==> src/rtl/ifetch_pkg.sv <==
// Shared types for the MINAv2 fetch stage.
package ifetch_pkg;

  typedef logic [31:0] u32_t;

  typedef struct packed {
    u32_t pc;
    u32_t instr;
  } fetch_entry_t;

  localparam u32_t MINA_RESET_PC = '0;

endpackage

==> src/rtl/ifetch_if.sv <==
// Fetch-stage bus: imem read port, redirect input and decode handshake.
interface ifetch_if;
  import ifetch_pkg::*;

  u32_t imem_addr;
  u32_t imem_data;
  logic redirect_valid;
  u32_t redirect_pc;
  logic dec_valid;
  logic dec_ready;
  u32_t dec_instr;
  u32_t dec_pc;

  modport master (
    output imem_addr,
    input  imem_data,
    input  redirect_valid,
    input  redirect_pc,
    output dec_valid,
    input  dec_ready,
    output dec_instr,
    output dec_pc
  );

  modport slave (
    input  imem_addr,
    output imem_data,
    output redirect_valid,
    output redirect_pc,
    input  dec_valid,
    output dec_ready,
    input  dec_instr,
    input  dec_pc
  );
endinterface

==> src/rtl/ifetch_fetch_queue.sv <==
// Circular buffer of fetched {pc, instr} entries; flush discards everything.
module ifetch_fetch_queue
  import ifetch_pkg::*;
#(
  parameter int unsigned Depth = 2,
  localparam int unsigned PtrW = $clog2(Depth),
  localparam int unsigned CntW = PtrW + 1
) (
  input  logic            clk,
  input  logic            rst_n,
  input  logic            push_i,
  input  logic            pop_i,
  input  logic            flush_i,
  input  fetch_entry_t    wdata_i,
  output logic [CntW-1:0] count_o,
  output fetch_entry_t    head_o
);

  fetch_entry_t    mem_q [Depth];
  fetch_entry_t    mem_d [Depth];
  logic [PtrW-1:0] head_q, head_d;
  logic [PtrW-1:0] tail_q, tail_d;
  logic [CntW-1:0] count_q, count_d;

  always_comb begin
    mem_d   = mem_q;
    head_d  = head_q;
    tail_d  = tail_q;
    count_d = count_q;
    if (flush_i) begin
      head_d  = '0;
      tail_d  = '0;
      count_d = '0;
    end else begin
      if (push_i) begin
        mem_d[tail_q] = wdata_i;
        tail_d        = tail_q + 1'b1;
      end
      if (pop_i) begin
        head_d = head_q + 1'b1;
      end
      count_d = count_q + CntW'(push_i) - CntW'(pop_i);
    end
  end

  // Entry storage needs no reset: nothing is visible while count is zero.
  always_ff @(posedge clk) begin
    mem_q <= mem_d;
  end

  always_ff @(posedge clk) begin
    if (!rst_n) begin
      head_q  <= '0;
      tail_q  <= '0;
      count_q <= '0;
    end else begin
      head_q  <= head_d;
      tail_q  <= tail_d;
      count_q <= count_d;
    end
  end

  assign count_o = count_q;
  assign head_o  = mem_q[head_q];

endmodule

==> src/rtl/ifetch.sv <==
// MINAv2 instruction fetch: PC register plus push/pop/redirect control.
module ifetch
  import ifetch_pkg::*;
#(
  parameter u32_t        RESET_PC = MINA_RESET_PC,
  parameter int unsigned FQ_DEPTH = 2
) (
  input logic      clk,
  input logic      rst_n,
  ifetch_if.master bus
);

  localparam int unsigned CntW = $clog2(FQ_DEPTH) + 1;
  localparam logic [CntW-1:0] FullCnt = CntW'(FQ_DEPTH);

  u32_t            pc_q, pc_d;
  logic            push, pop, dec_valid;
  logic [CntW-1:0] count;
  fetch_entry_t    head, wdata;

  ifetch_fetch_queue #(
    .Depth (FQ_DEPTH)
  ) u_fetch_queue (
    .clk     (clk),
    .rst_n   (rst_n),
    .push_i  (push),
    .pop_i   (pop),
    .flush_i (bus.redirect_valid),
    .wdata_i (wdata),
    .count_o (count),
    .head_o  (head)
  );

  always_comb begin
    dec_valid = (count != '0);
    pop       = dec_valid & bus.dec_ready;
    // Pass-through at full: a pop frees the slot the push fills.
    push      = !bus.redirect_valid & ((count < FullCnt) | pop);
    wdata     = '{pc: pc_q, instr: bus.imem_data};
    pc_d      = pc_q;
    if (bus.redirect_valid) begin
      pc_d = {bus.redirect_pc[31:2], 2'b00};
    end else if (push) begin
      pc_d = pc_q + 32'd4;
    end
  end

  always_ff @(posedge clk) begin
    if (!rst_n) begin
      pc_q <= RESET_PC;
    end else begin
      pc_q <= pc_d;
    end
  end

  assign bus.imem_addr = pc_q;
  assign bus.dec_valid = dec_valid;
  assign bus.dec_instr = dec_valid ? head.instr : 32'h0;
  assign bus.dec_pc    = dec_valid ? head.pc : 32'h0;

endmodule

==> src/flat_wrapper.sv <==
// flat-port wrapper written by rule: the top's interface ports become plain ports
module ifetch_flat import ifetch_pkg::*;
#(
  parameter u32_t        RESET_PC = MINA_RESET_PC,
  parameter int unsigned FQ_DEPTH = 2
)
  (clk, rst_n, bus_imem_addr, bus_imem_data, bus_redirect_valid, bus_redirect_pc, bus_dec_valid, bus_dec_ready, bus_dec_instr, bus_dec_pc);
  ifetch_if bus_i ();
  input logic clk;
  input logic rst_n;
  output wire logic [$bits(bus_i.imem_addr)-1:0] bus_imem_addr;
  input wire logic [$bits(bus_i.imem_data)-1:0] bus_imem_data;
  input wire logic [$bits(bus_i.redirect_valid)-1:0] bus_redirect_valid;
  input wire logic [$bits(bus_i.redirect_pc)-1:0] bus_redirect_pc;
  output wire logic [$bits(bus_i.dec_valid)-1:0] bus_dec_valid;
  input wire logic [$bits(bus_i.dec_ready)-1:0] bus_dec_ready;
  output wire logic [$bits(bus_i.dec_instr)-1:0] bus_dec_instr;
  output wire logic [$bits(bus_i.dec_pc)-1:0] bus_dec_pc;
  assign bus_imem_addr = bus_i.imem_addr;
  assign bus_i.imem_data = bus_imem_data;
  assign bus_i.redirect_valid = bus_redirect_valid;
  assign bus_i.redirect_pc = bus_redirect_pc;
  assign bus_dec_valid = bus_i.dec_valid;
  assign bus_i.dec_ready = bus_dec_ready;
  assign bus_dec_instr = bus_i.dec_instr;
  assign bus_dec_pc = bus_i.dec_pc;
  ifetch #(.RESET_PC(RESET_PC), .FQ_DEPTH(FQ_DEPTH)) u_core (.clk(clk), .rst_n(rst_n), .bus(bus_i));
endmodule
==> config.mk <==
export PLATFORM = sky130hd
export DESIGN_NAME = ifetch_flat
export DESIGN_NICKNAME = d
export VERILOG_FILES = /design/src/rtl/ifetch_pkg.sv /design/src/rtl/ifetch_if.sv /design/src/rtl/ifetch_fetch_queue.sv /design/src/rtl/ifetch.sv /design/src/flat_wrapper.sv
export SDC_FILE = /design/constraint.sdc
export NUM_CORES = 1
export LEC_CHECK = 0
export ABC_AREA = 1
export ABC_CLOCK_PERIOD_IN_PS = 11000
export CAP_MARGIN = 30
export CELL_PAD_IN_SITES_DETAIL_PLACEMENT = 0
export CELL_PAD_IN_SITES_GLOBAL_PLACEMENT = 1
export CORE_ASPECT_RATIO = 0.9
export CORE_MARGIN = 2
export CORE_UTILIZATION = 42
export CTS_BUF_LIST = sky130_fd_sc_hd__clkbuf_4 sky130_fd_sc_hd__clkbuf_8
export DETAILED_ROUTE_END_ITERATION = 7
export PLACE_DENSITY = 0.94
export SLEW_MARGIN = 20
export SYNTH_ARGS = -nofsm -noshare
export SYNTH_HDL_FRONTEND = slang
export SYNTH_SLANG_ARGS = --single-unit
==> constraint.sdc <==
create_clock -name clk -period 11 [get_ports clk]
set_clock_uncertainty 0.1 [all_clocks]
set_input_delay 2.75 -clock clk [delete_from_list [all_inputs] [get_ports clk]]
set_output_delay 2.75 -clock clk [all_outputs]
set_load 0.01 [all_outputs]
==> results_tabular.tex, run 1 <==
\begin{tabular}{lr}
\hline
Metric & Value \\
\hline
\multicolumn{2}{l}{\textbf{Clock tree}} \\
Cts-stage hold buffer count & 0 \\
Clock tree root driver cell & sky130\_fd\_sc\_hd\_\_clkbuf\_8 \\
Source-to-sink clock delay at the later pin of the worst-skew pair & 0.44 ns \\
CTS buffer count & 17 \\
Clock tree sinks & 158 \\
Deepest level of the CTS H-tree & 4 \\
Max Root-Sink Buffers & 2 \\
Post-CTS Resized & 0 \\
Clock-pin slew on the worst setup and hold paths & 0.07 ns \\
Buffers inserted by post-CTS timing repair & 0 \\
Clock tree from TritonCTS & built \\
\multicolumn{2}{l}{\textbf{Die}} \\
Y dimension of the die & 126.2 um \\
Number of primary I/O pins & 165 \\
Area enclosed by the die boundary & 17630 um\^{}2 \\
Starting density of the core & 0.4303 \\
Core Box Area & 16190 um\^{}2 \\
Floorplan row count & 44 \\
Die Wd & 139.7 um \\
\multicolumn{2}{l}{\textbf{Global routing}} \\
Pin count of the biggest net entering global routing & 65 \\
Initial antenna violation count & 0 \\
All-layer global routing usage & 0.1914 \\
First-pass GRT wire length & 26480 um \\
Total congestion overflow & 0 \\
Vias in the first global route & 5119 \\
\multicolumn{2}{l}{\textbf{STA}} \\
Final-report setup violation count & 0 \\
Fmax achieved & 184.3 MHz \\
Hold Slack & 0.3651 ns \\
Sum of negative setup slack & 0 ns \\
Unrepaired setup endpoints after global routing & false \\
Final worst-path cycle share & 0.4934 \\
Number of slew-limit violations in the final report & 0 \\
Pin slew with the least headroom to its limit & 0.8858 ns \\
Max-Slew Margin vs Limit & 0.4080 \\
Min cycle time layout & 5.427 ns \\
Final hold vios & 0 \\
\multicolumn{2}{l}{\textbf{Power}} \\
Leakage dissipation & 3.253 nW \\
Clock Power Share & 0.335 \\
Combinational share of power & 0.119 \\
Sequential cell fraction of total power & 0.546 \\
Design internal power & 978.5 uW \\
Power Total & 1.278 mW \\
Worst supply voltage drop on vdd & 0.07739 mV \\
Net switching component of the power & 299.9 uW \\
Cell Pwr Density & 139.9 nW/um\^{}2 \\
Share of total power consumed by net switching & 0.2346 \\
\multicolumn{2}{l}{\textbf{Worst setup path}} \\
Family of cells with the greatest summed delay on the critical path & buffers and inverters \\
Critical Setup Path Class & input pin to flop \\
Endpoint class of the critical path & flop \\
Cell with the largest stage delay on the worst path & sky130\_fd\_sc\_hd\_\_buf\_4 \\
Peak fanout along the critical path & 43 \\
Delay of the slowest cell on the worst path & 0.60 ns \\
Chain of cells forming the critical path & clkdlybuf4s50\_1 > inv\_1 > nor2\_8 > nor2\_8 > nor2\_2 > inv\_1 > nor2\_4 > buf\_4 \\
Arrival time worst endpoint & 5.40 ns \\
Worst setup path startpoint & bus\_dec\_ready \\
Number of buffers and inverters on the critical path & 4 \\
Worst endpoint required time & 10.97 ns \\
Type of element launching the critical path & input pin \\
Worst flop-to-flop path startpoint & u\_core.u\_fetch\_queue.count\_o[1] \\
\multicolumn{2}{l}{\textbf{Logic synthesis}} \\
Async set-reset flop share out of synthesis & 0 \\
Netlist area before placement & 6964 um\^{}2 \\
Area fraction in compound gates after synthesis & 0.09648 \\
Largest family of logic cells by synthesized area & simple AND/OR/NAND/NOR gates \\
Arithmetic-cell share of the synthesized area counting full adders, half adders and majority gates & 0.005390 \\
Cell count after synthesis & 729 \\
Synthesized area per cell & 9.553 um\^{}2 \\
FF+latch count, synth & 158 \\
Library cells used by synthesis & 33 \\
Ys flop type & sky130\_fd\_sc\_hd\_\_edfxtp\_1 \\
Sequential area share after synthesis & 0.6324 \\
Parity-gate share of the synthesized area counting xor and xnor cells & 0.006288 \\
Share of cell area taken by muxes after synthesis & 0 \\
Warnings from Yosys & 0 \\
Synth Area in Simple Gates & 0.2052 \\
EDFF count, synth & 124 \\
\multicolumn{2}{l}{\textbf{Worst hold path}} \\
Worst min-delay path category & flop to flop \\
Launch instance of the worst min-delay path & u\_core.u\_fetch\_queue.tail\_q \\
\multicolumn{2}{l}{\textbf{Route}} \\
Detailed router's first-iteration violation count & 294 \\
Via-to-Cell Ratio & 4.971 \\
Total detailed-routing wirelength & 16660 um \\
Routed length per instance & 15.12 um \\
Remaining design rule violation count & 0 \\
Via count & 5478 \\
Count of TritonRoute iterations in the first routing pass & 5 \\
Count of antenna-violating nets left after detailed routing & 0 \\
\multicolumn{2}{l}{\textbf{Cells and area}} \\
Count of fill cells added during filler insertion & 1447 \\
Antenna fix cells & 0 \\
Final core utilization & 0.5646 \\
Area overhead of the layout relative to synthesis & 31.23\% \\
Fraction of layout instances using a drive strength above 1 & 0.06369 \\
Register cell area after layout & 4405 um\^{}2 \\
Total area of multi-input combinational cells & 2205 um\^{}2 \\
Net count of the finished layout & 953 \\
Most common library cell in the layout ignoring fill and taps & sky130\_fd\_sc\_hd\_\_nand2\_1 \\
Commonest non-fill, non-tap cells in the layout & sky130\_fd\_sc\_hd\_\_nand2\_1 (236), sky130\_fd\_sc\_hd\_\_clkdlybuf4s50\_1 (158), sky130\_fd\_sc\_hd\_\_edfxtp\_1 (124) \\
\multicolumn{2}{l}{\textbf{Place}} \\
Port bufs & 158 \\
Routability-driven placement congestion ratio & 0.8694 \\
Estimated wirelength of the detail-placed design & 11100 um \\
\multicolumn{2}{l}{\textbf{Job}} \\
MaxCap Viol Count & 0 \\
\multicolumn{2}{l}{\textbf{Run status}} \\
Status & completed \\
\hline
\end{tabular}
-- logic make-up (layout without fill, tap and decap cells) --
| family | after synthesis | after routing |
|---|---|---|
| buffers and inverters | 93 | 256 |
| other | 1 | 4 |
| DFF | 158 | 158 |
| AOI/OAI and AO/OA | 129 | 129 |
| adders and majority gates | 3 | 3 |
| xor gates and xnor gates | 5 | 5 |
| and+or+nand+nor | 340 | 340 |
-- synth_stat cells, drive strengths merged (4+ instances only) --
cell / number / area (um^2)
clkbuf: 22 / 82.58
nand4: 6 / 37.54
o21ai: 29 / 145.1
edfxtp: 124 / 3724
inv: 57 / 214.0
nor2: 55 / 284.0
nand3: 34 / 170.2
dfxtp: 34 / 680.7
a31oi: 7 / 43.79
nor3: 4 / 20.02
nand2: 239 / 904.6
buf: 12 / 68.82
a21oi: 86 / 430.4
-- path summary, 6_finish.rpt --
check	to	slack, ns	cells after the start
worst max-delay path	u_core.u_fetch_queue.mem_q[44]	5.57	8
worst min-delay path	u_core.u_fetch_queue.tail_q	0.37	2
worst max register to register	u_core.u_fetch_queue.mem_q[44]	7.52	8
worst min register to register	u_core.u_fetch_queue.tail_q	0.37	2
-- cell type report --
type,count,area share
Inverter,59,0.02437
Timing Repair Buffer,165,0.1806
Clock inverter,13,0.01616
Sequential cell,158,0.4821
Multi-Input combinational cell,481,0.2412
Clock buffer,19,0.02725
Tap cell,207,0.02834
-- power by group through the flow --
stage,Combinational [mW],Clock [mW],Sequential [mW]
CTS,0.154,0.440,0.698
floorplan,0.0678,0,0.709
global route,0.167,0.464,0.702
global placement,0.150,0,0.711
detailed placement,0.153,0,0.712
finish,0.152,0.428,0.699
-- metal layers --
metal / wire length [um] / share of wire / global-route usage
met5: 0 / 0 / 0
met4: 215 / 0.013 / 0.05412
met3: 1067 / 0.064 / 0.03536
met2: 7842 / 0.47 / 0.3047
met1: 7531 / 0.45 / 0.2707
-- sequential cells by signal (all words and copies together) (netlist names) --
| name | flops |
|---|---|
| u_core.u_fetch_queue.head_q | 1 |
| u_core.bus.imem_addr | 30 |
| u_core.u_fetch_queue.mem_q | 124 |
| u_core.u_fetch_queue.count_o | 2 |
| u_core.u_fetch_queue.tail_q | 1 |
-- per-stage QoR --
stage	std cells	setup slack, ns	area, um^2
after floorplan	732	4.564	6975
after global placement	1068	4.774	8711
after detailed placement	1070	5.074	8742
after CTS	1102	5.547	9139
after global routing	1102	5.357	9139
final	1102	5.573	9139
-- worst reg2reg max path, stage by stage, from the launching register on --
cell and delay [ns]:
sky130_fd_sc_hd__dfxtp_1 0.41, sky130_fd_sc_hd__nor2_4 0.12, sky130_fd_sc_hd__buf_4 0.33, sky130_fd_sc_hd__nor2_8 0.23
sky130_fd_sc_hd__nor2_8 0.06, sky130_fd_sc_hd__nor2_2 0.50, sky130_fd_sc_hd__inv_1 0.22, sky130_fd_sc_hd__nor2_4 0.51
sky130_fd_sc_hd__buf_4 0.61
No activity file was read; power rests on OpenSTA's default activity.
==> run 2: changes to the inputs <==
--- a/config.mk
+++ b/config.mk
@@ -6,16 +6,16 @@
 export NUM_CORES = 1
 export LEC_CHECK = 0
 export ABC_AREA = 1
-export ABC_CLOCK_PERIOD_IN_PS = 11000
+export ABC_CLOCK_PERIOD_IN_PS = 5200
 export CAP_MARGIN = 30
 export CELL_PAD_IN_SITES_DETAIL_PLACEMENT = 0
 export CELL_PAD_IN_SITES_GLOBAL_PLACEMENT = 1
 export CORE_ASPECT_RATIO = 0.9
 export CORE_MARGIN = 2
-export CORE_UTILIZATION = 42
+export CORE_UTILIZATION = 39
 export CTS_BUF_LIST = sky130_fd_sc_hd__clkbuf_4 sky130_fd_sc_hd__clkbuf_8
 export DETAILED_ROUTE_END_ITERATION = 7
-export PLACE_DENSITY = 0.94
+export PLACE_DENSITY = 0.88
 export SLEW_MARGIN = 20
 export SYNTH_ARGS = -nofsm -noshare
 export SYNTH_HDL_FRONTEND = slang
==> constraint.sdc (replaced) <==
create_clock -name clk -period 5.2 [get_ports clk]
set_clock_uncertainty 0.1 [all_clocks]
set_input_delay 1.3 -clock clk [delete_from_list [all_inputs] [get_ports clk]]
set_output_delay 1.3 -clock clk [all_outputs]
set_load 0.01 [all_outputs]
==> run 2 against run 1 <==
  * Register-to-register slack lost 5.0 ns
  * Wire length grew 2.8%
  * Critical path depth shrank 4
  * Critical endpoint is now bus_dec_pc[18]
==> results_tabular.tex, run 2 (synthesized netlist as in run 1, its figures left out) <==
\begin{tabular}{lr}
\hline
Metric & Value \\
\hline
\multicolumn{2}{l}{\textbf{Die}} \\
Area enclosed by the die boundary & 18940 um\^{}2 (+7.5\%) \\
Starting density of the core & 0.3967 (-0.03355) \\
Y dimension of the die & 130.8 um (+3.7\%) \\
Die Wd & 144.9 um (+3.7\%) \\
Core Box Area & 17550 um\^{}2 (+8.5\%) \\
Number of primary I/O pins & 165 (unchanged) \\
Floorplan row count & 46 (+4.5\%) \\
\multicolumn{2}{l}{\textbf{Worst setup path}} \\
Type of element launching the critical path & flop \\
Endpoint class of the critical path & primary output \\
Chain of cells forming the critical path & buf\_4 > nand2\_1 > a21oi\_1 > clkdlybuf4s50\_1 \\
Delay of the slowest cell on the worst path & 0.62 ns (+0.02 ns) \\
Cell with the largest stage delay on the worst path & sky130\_fd\_sc\_hd\_\_clkdlybuf4s50\_1 \\
Worst endpoint required time & 3.80 ns (-7.17 ns) \\
Worst setup path startpoint & u\_core.u\_fetch\_queue.head\_q \\
Arrival time worst endpoint & 2.29 ns (-3.11 ns) \\
Critical Setup Path Class & flop to primary output \\
Peak fanout along the critical path & 64 (+49\%) \\
Worst flop-to-flop path startpoint & u\_core.u\_fetch\_queue.count\_o[1] \\
\multicolumn{2}{l}{\textbf{Worst hold path}} \\
Launch instance of the worst min-delay path & u\_core.u\_fetch\_queue.tail\_q \\
Worst min-delay path category & flop to flop \\
\multicolumn{2}{l}{\textbf{STA}} \\
Unrepaired setup endpoints after global routing & false \\
Min cycle time layout & 3.687 ns \\
Final hold vios & 0 (unchanged) \\
Fmax achieved & 271.2 MHz \\
Max-Slew Margin vs Limit & 0.5000 (+0.09196) \\
Number of slew-limit violations in the final report & 0 (unchanged) \\
Final-report setup violation count & 0 (unchanged) \\
Sum of negative setup slack & 0 ns (unchanged) \\
Final worst-path cycle share & 0.7090 \\
Pin slew with the least headroom to its limit & 0.7500 ns (-0.1358 ns) \\
\multicolumn{2}{l}{\textbf{Place}} \\
Port bufs & 158 (unchanged) \\
Routability-driven placement congestion ratio & 0.8520 (-2.0\%) \\
Estimated wirelength of the detail-placed design & 11350 um (+2.2\%) \\
\multicolumn{2}{l}{\textbf{Cells and area}} \\
Fraction of layout instances using a drive strength above 1 & 0.06243 (-0.001257) \\
Number of flip-flops under the largest register name & 124 (unchanged) \\
Antenna fix cells & 0 (unchanged) \\
Final core utilization & 0.5259 (-0.03875) \\
Commonest non-fill, non-tap cells in the layout & sky130\_fd\_sc\_hd\_\_nand2\_1 (236), sky130\_fd\_sc\_hd\_\_clkdlybuf4s50\_1 (158), sky130\_fd\_sc\_hd\_\_edfxtp\_1 (124) \\
Register cell area after layout & 4405 um\^{}2 (unchanged) \\
Most common library cell in the layout ignoring fill and taps & sky130\_fd\_sc\_hd\_\_nand2\_1 \\
Most flop-heavy register & u\_core.u\_fetch\_queue.mem\_q \\
Count of fill cells added during filler insertion & 1598 (+10\%) \\
Total area of multi-input combinational cells & 2205 um\^{}2 (unchanged) \\
Area overhead of the layout relative to synthesis & 32.55\% \\
Net count of the finished layout & 955 (+0.21\%) \\
\multicolumn{2}{l}{\textbf{Route}} \\
Routed length per instance & 15.07 um (-0.33\%) \\
Via-to-Cell Ratio & 4.757 (-4.3\%) \\
Remaining design rule violation count & 0 (unchanged) \\
Detailed router's first-iteration violation count & 388 (+32\%) \\
Count of antenna-violating nets left after detailed routing & 0 (unchanged) \\
Count of TritonRoute iterations in the first routing pass & 5 (unchanged) \\
Total detailed-routing wirelength & 17130 um (+2.8\%) \\
Via count & 5409 (-1.3\%) \\
\multicolumn{2}{l}{\textbf{Power}} \\
Design internal power & 2.128 mW (+120\%) \\
Share of total power consumed by net switching & 0.2334 (-0.001243) \\
Cell Pwr Density & 300.6 nW/um\^{}2 (+110\%) \\
Combinational share of power & 0.117 (-0.002) \\
Net switching component of the power & 647.7 uW (+120\%) \\
Clock Power Share & 0.351 (+0.016) \\
Leakage dissipation & 3.272 nW (+0.59\%) \\
Sequential cell fraction of total power & 0.532 (-0.014) \\
Worst supply voltage drop on vdd & 0.1528 mV (+97\%) \\
\multicolumn{2}{l}{\textbf{Global routing}} \\
First-pass GRT wire length & 26380 um (-0.37\%) \\
Initial antenna violation count & 0 (unchanged) \\
All-layer global routing usage & 0.1840 (-0.007393) \\
Pin count of the biggest net entering global routing & 65 (unchanged) \\
Vias in the first global route & 5219 (+2.0\%) \\
Total congestion overflow & 0 (unchanged) \\
\multicolumn{2}{l}{\textbf{Clock tree}} \\
Clock tree root driver cell & sky130\_fd\_sc\_hd\_\_clkbuf\_8 \\
Max Root-Sink Buffers & 2 (unchanged) \\
Clock tree from TritonCTS & built \\
Cts-stage hold buffer count & 0 (unchanged) \\
Clock tree sinks & 158 (unchanged) \\
Post-CTS Resized & 0 (unchanged) \\
Buffers inserted by post-CTS timing repair & 0 (unchanged) \\
Deepest level of the CTS H-tree & 4 (unchanged) \\
CTS buffer count & 17 (unchanged) \\
Clock-pin slew on the worst setup and hold paths & 0.08 ns (about the same) \\
Source-to-sink clock delay at the later pin of the worst-skew pair & 0.44 ns (about the same) \\
\multicolumn{2}{l}{\textbf{Job}} \\
MaxCap Viol Count & 0 (unchanged) \\
\multicolumn{2}{l}{\textbf{Run status}} \\
Status & completed \\
\hline
\end{tabular}
## run 2: power by group through the flow
| stage | registers, mW | clock network [mW] | logic, mW |
|---|---|---|---|
| 2_1_floorplan | 1.50 | 0 | 0.143 |
| 3_3_place_gp | 1.50 | 0 | 0.320 |
| 3_5_place_dp | 1.51 | 0 | 0.327 |
| 4_1_cts | 1.48 | 1.00 | 0.328 |
| 5_1_grt | 1.49 | 1.05 | 0.357 |
| 6_report | 1.48 | 0.974 | 0.324 |
## run 2: worst max-delay path: cells and delay by family, from the launching register on
kind | cells | cell delay [ns]
buffers and inverters | 2 | 1.15
AOI/OAI and AO/OA | 1 | 0.19
DFF | 1 | 0.34
and+or+nand+nor | 1 | 0.10
## run 2: path summary, 6_finish.rpt
check / cells past startpoint / to / slack (ns)
setup / recovery: 4 / bus_dec_pc[18] / 1.51
hold / removal: 2 / u_core.u_fetch_queue.tail_q / 0.39
setup reg to reg: 8 / u_core.u_fetch_queue.mem_q[120] / 2.52
hold reg to reg: 2 / u_core.u_fetch_queue.tail_q / 0.39
## run 2: cell type report
cell class,instances,area share
multi-input cells,481,0.2388
well taps,240,0.03253
clock inverters,12,0.01816
clock buffers,20,0.02779
inverters,59,0.02413
flip-flops and latches,158,0.4772
repair buffers,167,0.1814
## run 2: through the flow
step	setup WS, ns	hold slack, ns	std cells	area, um^2	total power, mW
after floorplan	0.2144	0.3396	732	6975	1.644
after CTS	1.483	0.3871	1137	9231	2.805
after global placement	1.405	0.3493	1104	8787	1.824
final	1.513	0.3895	1137	9231	2.775
after detailed placement	1.396	0.3743	1105	8807	1.833
after global routing	1.341	0.4094	1137	9231	2.893
## run 2: layer usage
layer	part of all wire	GRT usage	vias to the layer above
met5	0	0	-
met3	0.063	0.04665	19
li1	-	-	2741
met2	0.47	0.3011	169
met4	0.015	0.05368	0
met1	0.45	0.2439	2480
